--- config.mk ---
export PLATFORM = sky130hd
export DESIGN_NAME = mem_completion_buffer
export DESIGN_NICKNAME = d
export VERILOG_FILES = /design/src/rtl/mem_completion_buffer.sv
export SDC_FILE = /design/constraint.sdc
export NUM_CORES = 1
export LEC_CHECK = 0
export CORE_ASPECT_RATIO = 0.7
export CORE_MARGIN = 3
export CORE_UTILIZATION = 51
export CTS_BUF_LIST = sky130_fd_sc_hd__clkbuf_2 sky130_fd_sc_hd__clkbuf_4 sky130_fd_sc_hd__clkbuf_8
export DETAILED_ROUTE_END_ITERATION = 10
export PLACE_DENSITY = 0.79
export REMOVE_ABC_BUFFERS = 1
export SLEW_MARGIN = 20
export SYNTH_ARGS = -nofsm -noshare
export SYNTH_HDL_FRONTEND = slang
export SYNTH_SLANG_ARGS = --single-unit
--- constraint.sdc ---
create_clock -name clk -period 5.75 [get_ports clk]
set_input_delay 0.575 -clock clk [delete_from_list [all_inputs] [get_ports clk]]
set_output_delay 0.575 -clock clk [all_outputs]
set_load 0.01 [all_outputs]
--- src/rtl/mem_completion_buffer.sv ---
// -----------------------------------------------------------------------------
// mem_completion_buffer
//
// In-order completion buffer sitting between EX/MEM and write-back. Up to
// DEPTH instructions can be in flight at once, so a load that is waiting on
// the d-cache does not block younger ALU results from entering the buffer.
// D-cache responses arrive in order and complete the oldest pending load.
// The head entry retires to write-back once it is done, one per cycle.
// A combinational forwarding lookup reports the youngest buffered producer of
// a queried register to the hazard controller.
//
// Ports
//   clk, rst_n        clock (rising edge) and asynchronous active-low reset
//   i_valid           enqueue request from EX
//   i_is_mem_access   entry must wait for a d-cache response
//   i_uses_rw         entry writes the register file
//   i_rw_addr         destination register
//   i_alu_result      write data for non-memory entries
//   o_ready           buffer not full; enqueue accepted this cycle
//   i_resp_valid      d-cache response valid
//   i_resp_data       d-cache load data
//   o_wb_valid        head entry retires this cycle
//   o_wb_uses_rw      write-back enable (0 when not retiring)
//   o_wb_rw_addr      write-back register (0 when not retiring)
//   o_wb_rw_data      write-back data (0 when not retiring)
//   i_fwd_addr        register queried by the hazard controller
//   o_fwd_hit         a buffered entry will write i_fwd_addr
//   o_fwd_ready       that entry's data is available
//   o_fwd_data        that entry's data
//   o_count           number of occupied entries
//   o_err             sticky: a response arrived with no eligible load
// -----------------------------------------------------------------------------
module mem_completion_buffer #(
  parameter int DATA_WIDTH     = 32,
  parameter int REG_ADDR_WIDTH = 5,
  parameter int DEPTH          = 4
) (
  input  logic                        clk,
  input  logic                        rst_n,

  input  logic                        i_valid,
  input  logic                        i_is_mem_access,
  input  logic                        i_uses_rw,
  input  logic [REG_ADDR_WIDTH-1:0]   i_rw_addr,
  input  logic [DATA_WIDTH-1:0]       i_alu_result,
  output logic                        o_ready,

  input  logic                        i_resp_valid,
  input  logic [DATA_WIDTH-1:0]       i_resp_data,

  output logic                        o_wb_valid,
  output logic                        o_wb_uses_rw,
  output logic [REG_ADDR_WIDTH-1:0]   o_wb_rw_addr,
  output logic [DATA_WIDTH-1:0]       o_wb_rw_data,

  input  logic [REG_ADDR_WIDTH-1:0]   i_fwd_addr,
  output logic                        o_fwd_hit,
  output logic                        o_fwd_ready,
  output logic [DATA_WIDTH-1:0]       o_fwd_data,

  output logic [$clog2(DEPTH):0]      o_count,
  output logic                        o_err
);

  localparam int PTR_W = $clog2(DEPTH);
  localparam int CNT_W = PTR_W + 1;

  // ---------------------------------------------------------------------------
  // Entry storage and pointers
  // ---------------------------------------------------------------------------
  logic                      ent_valid   [DEPTH];
  logic                      ent_mem     [DEPTH];
  logic                      ent_done    [DEPTH];
  logic                      ent_uses_rw [DEPTH];
  logic [REG_ADDR_WIDTH-1:0] ent_rw_addr [DEPTH];
  logic [DATA_WIDTH-1:0]     ent_data    [DEPTH];

  logic [PTR_W-1:0] head_q;
  logic [PTR_W-1:0] tail_q;
  logic [CNT_W-1:0] count_q;
  logic             err_q;

  // ---------------------------------------------------------------------------
  // Per-cycle events
  // ---------------------------------------------------------------------------
  logic             full;
  logic             enq;
  logic             retire;
  logic             resp_found;
  logic [PTR_W-1:0] resp_idx;
  logic [PTR_W-1:0] resp_scan_idx;

  assign full   = (count_q == CNT_W'(DEPTH));
  assign enq    = i_valid && !full;
  assign retire = ent_valid[head_q] && ent_done[head_q];

  // Oldest pending load, searched from head. Only state from before the edge
  // is looked at, so a load enqueued this cycle can never take this cycle's
  // response. The retiring head is always done, so it never collides with
  // the response target.
  always_comb begin
    resp_found    = 1'b0;
    resp_idx      = '0;
    resp_scan_idx = '0;
    for (int k = 0; k < DEPTH; k++) begin
      resp_scan_idx = head_q + PTR_W'(k);
      if (!resp_found && ent_valid[resp_scan_idx] &&
          ent_mem[resp_scan_idx] && !ent_done[resp_scan_idx]) begin
        resp_found = 1'b1;
        resp_idx   = resp_scan_idx;
      end
    end
  end

  // ---------------------------------------------------------------------------
  // State update
  // ---------------------------------------------------------------------------
  always_ff @(posedge clk or negedge rst_n) begin
    if (!rst_n) begin
      for (int k = 0; k < DEPTH; k++) begin
        ent_valid[k]   <= 1'b0;
        ent_mem[k]     <= 1'b0;
        ent_done[k]    <= 1'b0;
        ent_uses_rw[k] <= 1'b0;
        ent_rw_addr[k] <= '0;
        ent_data[k]    <= '0;
      end
      head_q  <= '0;
      tail_q  <= '0;
      count_q <= '0;
      err_q   <= 1'b0;
    end else begin
      // The tail slot is free whenever enq is set, so it never aliases the
      // retiring head or the response target.
      if (enq) begin
        ent_valid[tail_q]   <= 1'b1;
        ent_mem[tail_q]     <= i_is_mem_access;
        ent_done[tail_q]    <= ~i_is_mem_access;
        ent_uses_rw[tail_q] <= i_uses_rw;
        ent_rw_addr[tail_q] <= i_rw_addr;
        ent_data[tail_q]    <= i_alu_result;
        tail_q              <= tail_q + 1'b1;
      end

      if (i_resp_valid) begin
        if (resp_found) begin
          ent_data[resp_idx] <= i_resp_data;
          ent_done[resp_idx] <= 1'b1;
        end else begin
          err_q <= 1'b1;
        end
      end

      if (retire) begin
        ent_valid[head_q] <= 1'b0;
        head_q            <= head_q + 1'b1;
      end

      count_q <= count_q + CNT_W'(enq) - CNT_W'(retire);
    end
  end

  // ---------------------------------------------------------------------------
  // Write-back port: combinational view of the head entry, zeroed when idle
  // ---------------------------------------------------------------------------
  always_comb begin
    o_wb_valid   = retire;
    o_wb_uses_rw = 1'b0;
    o_wb_rw_addr = '0;
    o_wb_rw_data = '0;
    if (retire) begin
      o_wb_uses_rw = ent_uses_rw[head_q];
      o_wb_rw_addr = ent_rw_addr[head_q];
      o_wb_rw_data = ent_data[head_q];
    end
  end

  // ---------------------------------------------------------------------------
  // Forwarding lookup: scan oldest to youngest so the youngest match wins.
  // Register 0 is never forwarded. The head still counts while retiring,
  // because the register file has not been written yet this cycle.
  // ---------------------------------------------------------------------------
  logic [PTR_W-1:0] fwd_scan_idx;

  always_comb begin
    o_fwd_hit    = 1'b0;
    o_fwd_ready  = 1'b0;
    o_fwd_data   = '0;
    fwd_scan_idx = '0;
    if (i_fwd_addr != '0) begin
      for (int k = 0; k < DEPTH; k++) begin
        fwd_scan_idx = head_q + PTR_W'(k);
        if (ent_valid[fwd_scan_idx] && ent_uses_rw[fwd_scan_idx] &&
            (ent_rw_addr[fwd_scan_idx] == i_fwd_addr)) begin
          o_fwd_hit   = 1'b1;
          o_fwd_ready = ent_done[fwd_scan_idx];
          o_fwd_data  = ent_data[fwd_scan_idx];
        end
      end
    end
  end

  assign o_ready = !full;
  assign o_count = count_q;
  assign o_err   = err_q;

endmodule

==> results of run 1 <==
## metal layers
| layer | routed length, um | vias to the layer above | track usage [%] |
|---|---|---|---|
| met2 | 17710 | 526 | 42.43 |
| li1 | - | 4723 | - |
| met5 | 0 | - | 0 |
| met3 | 3563 | 47 | 6.721 |
| met1 | 16210 | 5431 | 38.01 |
| met4 | 587 | 0 | 5.943 |
## registers in the layout, indices dropped and copies added, names as in the netlist
signal and flops:
ent_uses_rw 4, ent_done 4, ent_mem 4, tail_q 2, ent_data 128, ent_rw_addr 20, o_count 3, ent_valid 4
head_q 2, o_err 1
## cell families (layout without fill, tap and decap cells)
family,after synthesis,count (layout),synth area share (%)
buf+inv,159,253,5.885
flops,172,172,31.44
compound gates,221,221,10.86
other cells,0,2,0
mux,317,317,38.57
fa+ha+maj,11,11,1.060
xor+xnor,24,24,1.535
simple gates,302,302,10.66
## final timing paths
| check | cells after the start | slack (ns) | to |
|---|---|---|---|
| worst max-delay path | 9 | 0.62 | o_fwd_data[21] |
| worst max register to register | 9 | 1.38 | ent_data[40] |
| worst min register to register | 1 | 0.55 | o_count[0] |
| max in group asynchronous | 2 | 4.37 | head_q[0] |
| worst min-delay path | 1 | 0.15 | ent_data[117] |
| min in group clk | 1 | 0.55 | o_count[0] |
## report_power, final
part | switching, mW | internal [mW] | total, mW
clock network | 0.465 | 0.373 | 0.837
registers | 0.764 | 1.86 | 2.62
logic | 3.18 | 3.74 | 6.92
## cell type report
cell class / count / area [um2]
multi-input combinational: 875 / 8631
inverter: 40 / 150.1
antenna: 2 / 5.005
timing repair buffer: 181 / 1790
clock inverter: 11 / 93.84
tap: 357 / 446.7
sequential: 172 / 4312
clock buffer: 21 / 276.5
fill: 2098 / 10350
## synthesized netlist by cell type (all sizes together)
cell     instances  area share (%)
a21o             1           0.055
a21oi          102             4.4
a22o             2            0.13
a2bb2oi          6            0.38
a311oi           1           0.064
a31o             1           0.064
and2             3            0.14
and3            75             3.4
and3b            2            0.13
and4             1           0.064
and4bb           1           0.091
buf             72             3.5
clkbuf          47             1.3
dfrtp          172              31
fa               1            0.15
ha              10            0.91
inv             40             1.1
mux2            24             2.0
mux2i          129             9.4
mux4           164              27
nand2          122             3.4
nand2b           2           0.091
nand3            3            0.15
nand3b           4            0.22
nand4            2           0.091
nand4bb          1           0.082
nor2            77             2.1
nor3             4            0.22
nor3b            1           0.055
nor4             2            0.25
o211a            1           0.073
o211ai           1           0.055
o21ai           79             2.9
o21ba            1           0.073
o221ai          26             2.7
or3              1           0.082
or4              1           0.082
xnor2           21             1.3
xor2             3            0.19
## metrics by stage
stage	area [um2]	util, %	hold WS (ns)	instances
2_1_floorplan	13040	-	0.2794	1087
3_3_place_gp	15330	58.83	0.5124	1625
3_5_place_dp	15330	58.83	0.5326	1625
4_1_cts	15700	60.25	0.1685	1657
5_1_grt	15710	60.27	0.1815	1659
6_report	15710	60.27	0.1550	1659
==> metrics, run 1 <==
status completed; post-layout min period 5.129 ns; Pwr Total 10.38 mW; VDD IR max 0.0004564 V; Final Hold Fails 0; initial core utilization 52.55%; pre-CTS setup slack 1.087 ns; CTS Hold Bufs 0; Gate Count Post-Synth 1206; Setup Skew 0.01454 ns; RSZ-0062 raised after global routing no; vias in the first global route 10670; CP Launch Type flip-flop; syn_area_per_cell 11.35 um2; Slew Viols, Final 0; die height 143.1 um; PD cells 660.7 nW/um2; post-route clock period utilization 89.20%; Ports 158; Unique masters post-synth 53; sequential area share after synthesis 31.44%; Hold WC Path Type input pin to async pin; DRC 0; die area 28880 um2; final setup vio count 0; most frequent cells in the layout dfrtp_1 (170), mux4_2 (157), clkdlybuf4s50_1 (156), mux2i_1 (129), nand2_1 (121); slowest stage cell on the critical path buf_12; share of post-route cells with drive strength above 1 23.38%; first-pass GRT wire length 61.09 mm; HPWL Detailed 24.83 mm; Placer Congestion 0.8517; Seq cells post-synth 172; global route overflow 0; Slew headroom 28.83%; leakage power 5.965 nW; largest net degree at the start of global routing 170; final setup TNS 0 ns; GRT Overall Usage 26.81%; CP required 5.18 ns; CTS sink cnt 172; Setup WS post-layout 0.6212 ns; Clk Latency, worst-skew pair 0.48 ns; cell-by-cell trace of the critical path buf_12 > mux4_2 > xnor2_1 > nand4_1 > nor3_2 > nand3_2 > buf_4 > o221ai_2 > clkdlybuf4s50_1; Top delay family on crit path buffers and inverters; Critical Path End Type output port; final WL 38.07 mm; reg2reg start head_q[0]; critical path startpoint head_q[0]; Yosys warnings 0; CTS root buf clkbuf_8; NumNets Final 1378; core area 26060 um2; MaxCap Viol Count 0; DR pass1 iterations 5; H-tree levels 4; initial antenna violation count 2; postcts setup bufs 0; Max clock buf depth 2; Vias 10730; TritonCTS clock tree done; Worst EP arrival 4.55 ns; critical path class flip-flop to output port; cell area after synthesis 13690 um2; largest fanout on the critical path 169; Wirelength per Cell 22.95 um; vias per cell 6.466; CTS clk-pin slew, worst paths 0.09 ns; Die Width 201.8 um; Max Clk Rate 0.1950 GHz; Worst path max stage delay 0.70 ns; area delta synth->final 14.70%; # port buffers 157; Crit path buffers/inverters 3; ANT nets after route 0; TritonCTS Buffers 17; Slew @ Worst Pin 1.068 ns; # resized after CTS 0; commonest non-fill, non-tap cell in the layout dfrtp_1; FP Rows 49; First DRT Iteration DRCs 843
Power figures use the tool's default switching activity.
==> run 2, diff against run 1 <==
--- a/config.mk
+++ b/config.mk
@@ -5,12 +5,14 @@
 export SDC_FILE = /design/constraint.sdc
 export NUM_CORES = 1
 export LEC_CHECK = 0
+export ABC_CLOCK_PERIOD_IN_PS = 5750
 export CORE_ASPECT_RATIO = 0.7
-export CORE_MARGIN = 3
+export CORE_MARGIN = 4
 export CORE_UTILIZATION = 51
 export CTS_BUF_LIST = sky130_fd_sc_hd__clkbuf_2 sky130_fd_sc_hd__clkbuf_4 sky130_fd_sc_hd__clkbuf_8
 export DETAILED_ROUTE_END_ITERATION = 10
 export PLACE_DENSITY = 0.79
+export RECOVER_POWER = 25
 export REMOVE_ABC_BUFFERS = 1
 export SLEW_MARGIN = 20
 export SYNTH_ARGS = -nofsm -noshare
==> metrics, run 2 (synthesized netlist as in run 1, its figures left out) <==
final setup TNS 0 ns (unchanged); biggest regs ent_data x128, ent_rw_addr x20; ANT nets after route 0 (unchanged); Clk pwr share 9.4% (+1.3 points); Vias 10840 (+1.0%); # port buffers 157 (unchanged); # resized after CTS 0 (unchanged); largest net degree at the start of global routing 170 (unchanged); largest register by flop count ent_data; CTS sink cnt 172 (unchanged); postcts setup bufs 0 (unchanged); Ports 158 (unchanged); Worst EP arrival 4.87 ns (+0.32 ns); die area 29570 um2 (+2.4%); FP Rows 49 (unchanged); HPWL Detailed 24.40 mm (-1.7%); first-pass GRT wire length 60.83 mm (-0.42%); max reg flops 128 (unchanged); Clk Latency, worst-skew pair 0.48 ns (about the same); largest fanout on the critical path 38 (-78%); CP required 5.18 ns (about the same); Final Hold Fails 0 (unchanged); reg2reg start head_q[1]; grt met2 use 40.67% (-1.8 points); commonest non-fill, non-tap cell in the layout dfrtp_1; RSZ-0062 raised after global routing no; post-route clock period utilization 94.68% (+5.5 points); vias in the first global route 10730 (+0.55%); Critical Path End Type output port; r2r endpoint ent_data[36]; final setup vio count 0 (unchanged); Reg2Reg Depth 10 (+1); Antenna Cells 0 (-2); global route overflow 0 (unchanged); TritonCTS clock tree done; core area 26060 um2 (unchanged); post-layout min period 5.444 ns (+0.3153 ns); Slew headroom -54.37% (-83 points); Worst path max stage delay 0.67 ns (-0.03 ns); most frequent cells in the layout dfrtp_1 (170), mux4_2 (157), clkdlybuf4s50_1 (156), mux2i_1 (129), nand2_1 (121); Comb pwr share 65.3% (-1.4 points); Hold WC Path Type input pin to async pin; vias per cell 6.545 (+1.2%); Setup Skew 0.01111 ns (-0.003435 ns); Slew @ Worst Pin 2.315 ns (+1.248 ns); CP Launch Type flip-flop; TritonCTS Buffers 17 (unchanged); initial core utilization 52.55% (unchanged); die height 145.1 um (+1.4%); Most Used Layer, Global Route met2; Placer Congestion 0.8323 (-2.3%); internal power 6.072 mW (+1.7%); CTS root buf clkbuf_8; DR pass1 iterations 6 (+1); CTS clk-pin slew, worst paths 0.10 ns (about the same); Wirelength per Cell 23.05 um (+0.43%); Die Width 203.8 um (+0.99%); Pwr Total 10.52 mW (+1.3%); area delta synth->final 15.07%; failing checks capacitance limit, slew limit; H-tree levels 4 (unchanged); initial antenna violation count 0 (-2); cell-by-cell trace of the critical path inv_1 > ha_4 > mux4_2 > xnor2_1 > nand2_1 > nor4_4 > buf_4 > a21oi_1 > o221ai_1 > clkdlybuf4s50_1; PD cells 667.4 nW/um2 (+1.0%); DRC 0 (unchanged); met3 Use GR 5.577% (-1.1 points); First DRT Iteration DRCs 1137 (+35%); leakage power 5.978 nW (+0.22%); slowest stage cell on the critical path ha_4; sw power 4.443 mW (+0.84%); critical path class flip-flop to output port; VDD IR max 0.0003604 V (-21%); share of post-route cells with drive strength above 1 23.25% (-0.14 points); Switching Fraction 42.26% (-0.20 points); NumNets Final 1378 (unchanged); internal reg-to-reg setup slack 0.54 ns (-0.84 ns); Slew Viols, Final 41 (+41); Max clock buf depth 2 (unchanged); GRT Overall Usage 25.72% (-1.1 points); status complete, but fails checks; GR Layer Usage met1 36.82% (-1.2 points); MaxCap Viol Count 1 (+1); CTS Hold Bufs 0 (unchanged); Sequential Power Share 25.3% (about the same); Max Clk Rate 0.1837 GHz (-5.8%); final WL 38.17 mm (+0.25%)
-- run 2: cell count changes in the layout (fill, tap and decap cells not counted), moves of 2 or more --
cell and delta:
clkbuf_8 -2, diode_2 -2, inv_8 +3, clkbuf_4 -2, clkinvlp_4 +2, clkinv_2 -6
bufinv_16 +3
-- run 2: how the worst max path moves through the flow --
stage | startpoint | slack (ns) | depth (start not counted) | endpoint
after floorplan | head_q[0] | -6.41 | 8 | ent_data[64]
after CTS | head_q[1] | 0.34 | 10 | o_fwd_ready
final | head_q[1] | 0.31 | 10 | o_fwd_data[2]
after global routing | head_q[1] | 0.09 | 10 | o_fwd_data[2]
after global placement | head_q[1] | 0.79 | 10 | ent_data[43]
after detailed placement | head_q[1] | 0.57 | 10 | ent_data[36]
-- run 2: final cells by class --
type                    count  area, um2
fillers                  2074      10300
multi-input cells         875       8627
flip-flops and latches    172       4312
repair buffers            181       1774
well taps                 357      446.7
clock buffers              17      234.0
clock inverters            14      211.5
inverters                  40      150.1
-- run 2: layer usage --
metal	vias up	part of all wire, %	routed length, um
met4	0	1.8	674
met5	-	0	0
met3	71	11	4175
li1	4733	-	-
met2	646	47	18020
met1	5389	40	15290
-- run 2: worst max-delay path, delay by kind of cell (launching register included) --
family	cells	cell delay, ns
AND/OR/NAND/NOR	2	0.40
XOR/XNOR	1	0.17
adder cells (fa/ha/maj)	1	0.67
buffers and inverters	3	1.34
flip-flops	1	0.64
AO/OA/AOI/OAI	2	0.52
multiplexers	1	0.60
-- run 2: metrics by stage --
step / util, % / hold slack (ns) / area, um2 / instances / setup WS [ns]
after CTS: 60.48 / 0.1961 / 15760 / 1656 / 0.3420
after detailed placement: 58.77 / 0.4674 / 15310 / 1625 / 0.5723
after global routing: 60.47 / 0.2175 / 15760 / 1656 / 0.08698
after floorplan: - / 0.2794 / 13040 / 1087 / -6.414
final: 60.47 / 0.1648 / 15760 / 1656 / 0.3059
after global placement: 58.77 / 0.4943 / 15310 / 1625 / 0.7932
-- run 2: power groups by stage --
stage                     combinational, mW  clock (mW)  sequential [mW]
final                                  6.86       0.988             2.66
after global routing                   7.41        1.05             2.77
after CTS                              6.88       0.996             2.63
after detailed placement               6.85           0             2.64
after global placement                 6.68           0             2.57
after floorplan                        5.18           0             2.65
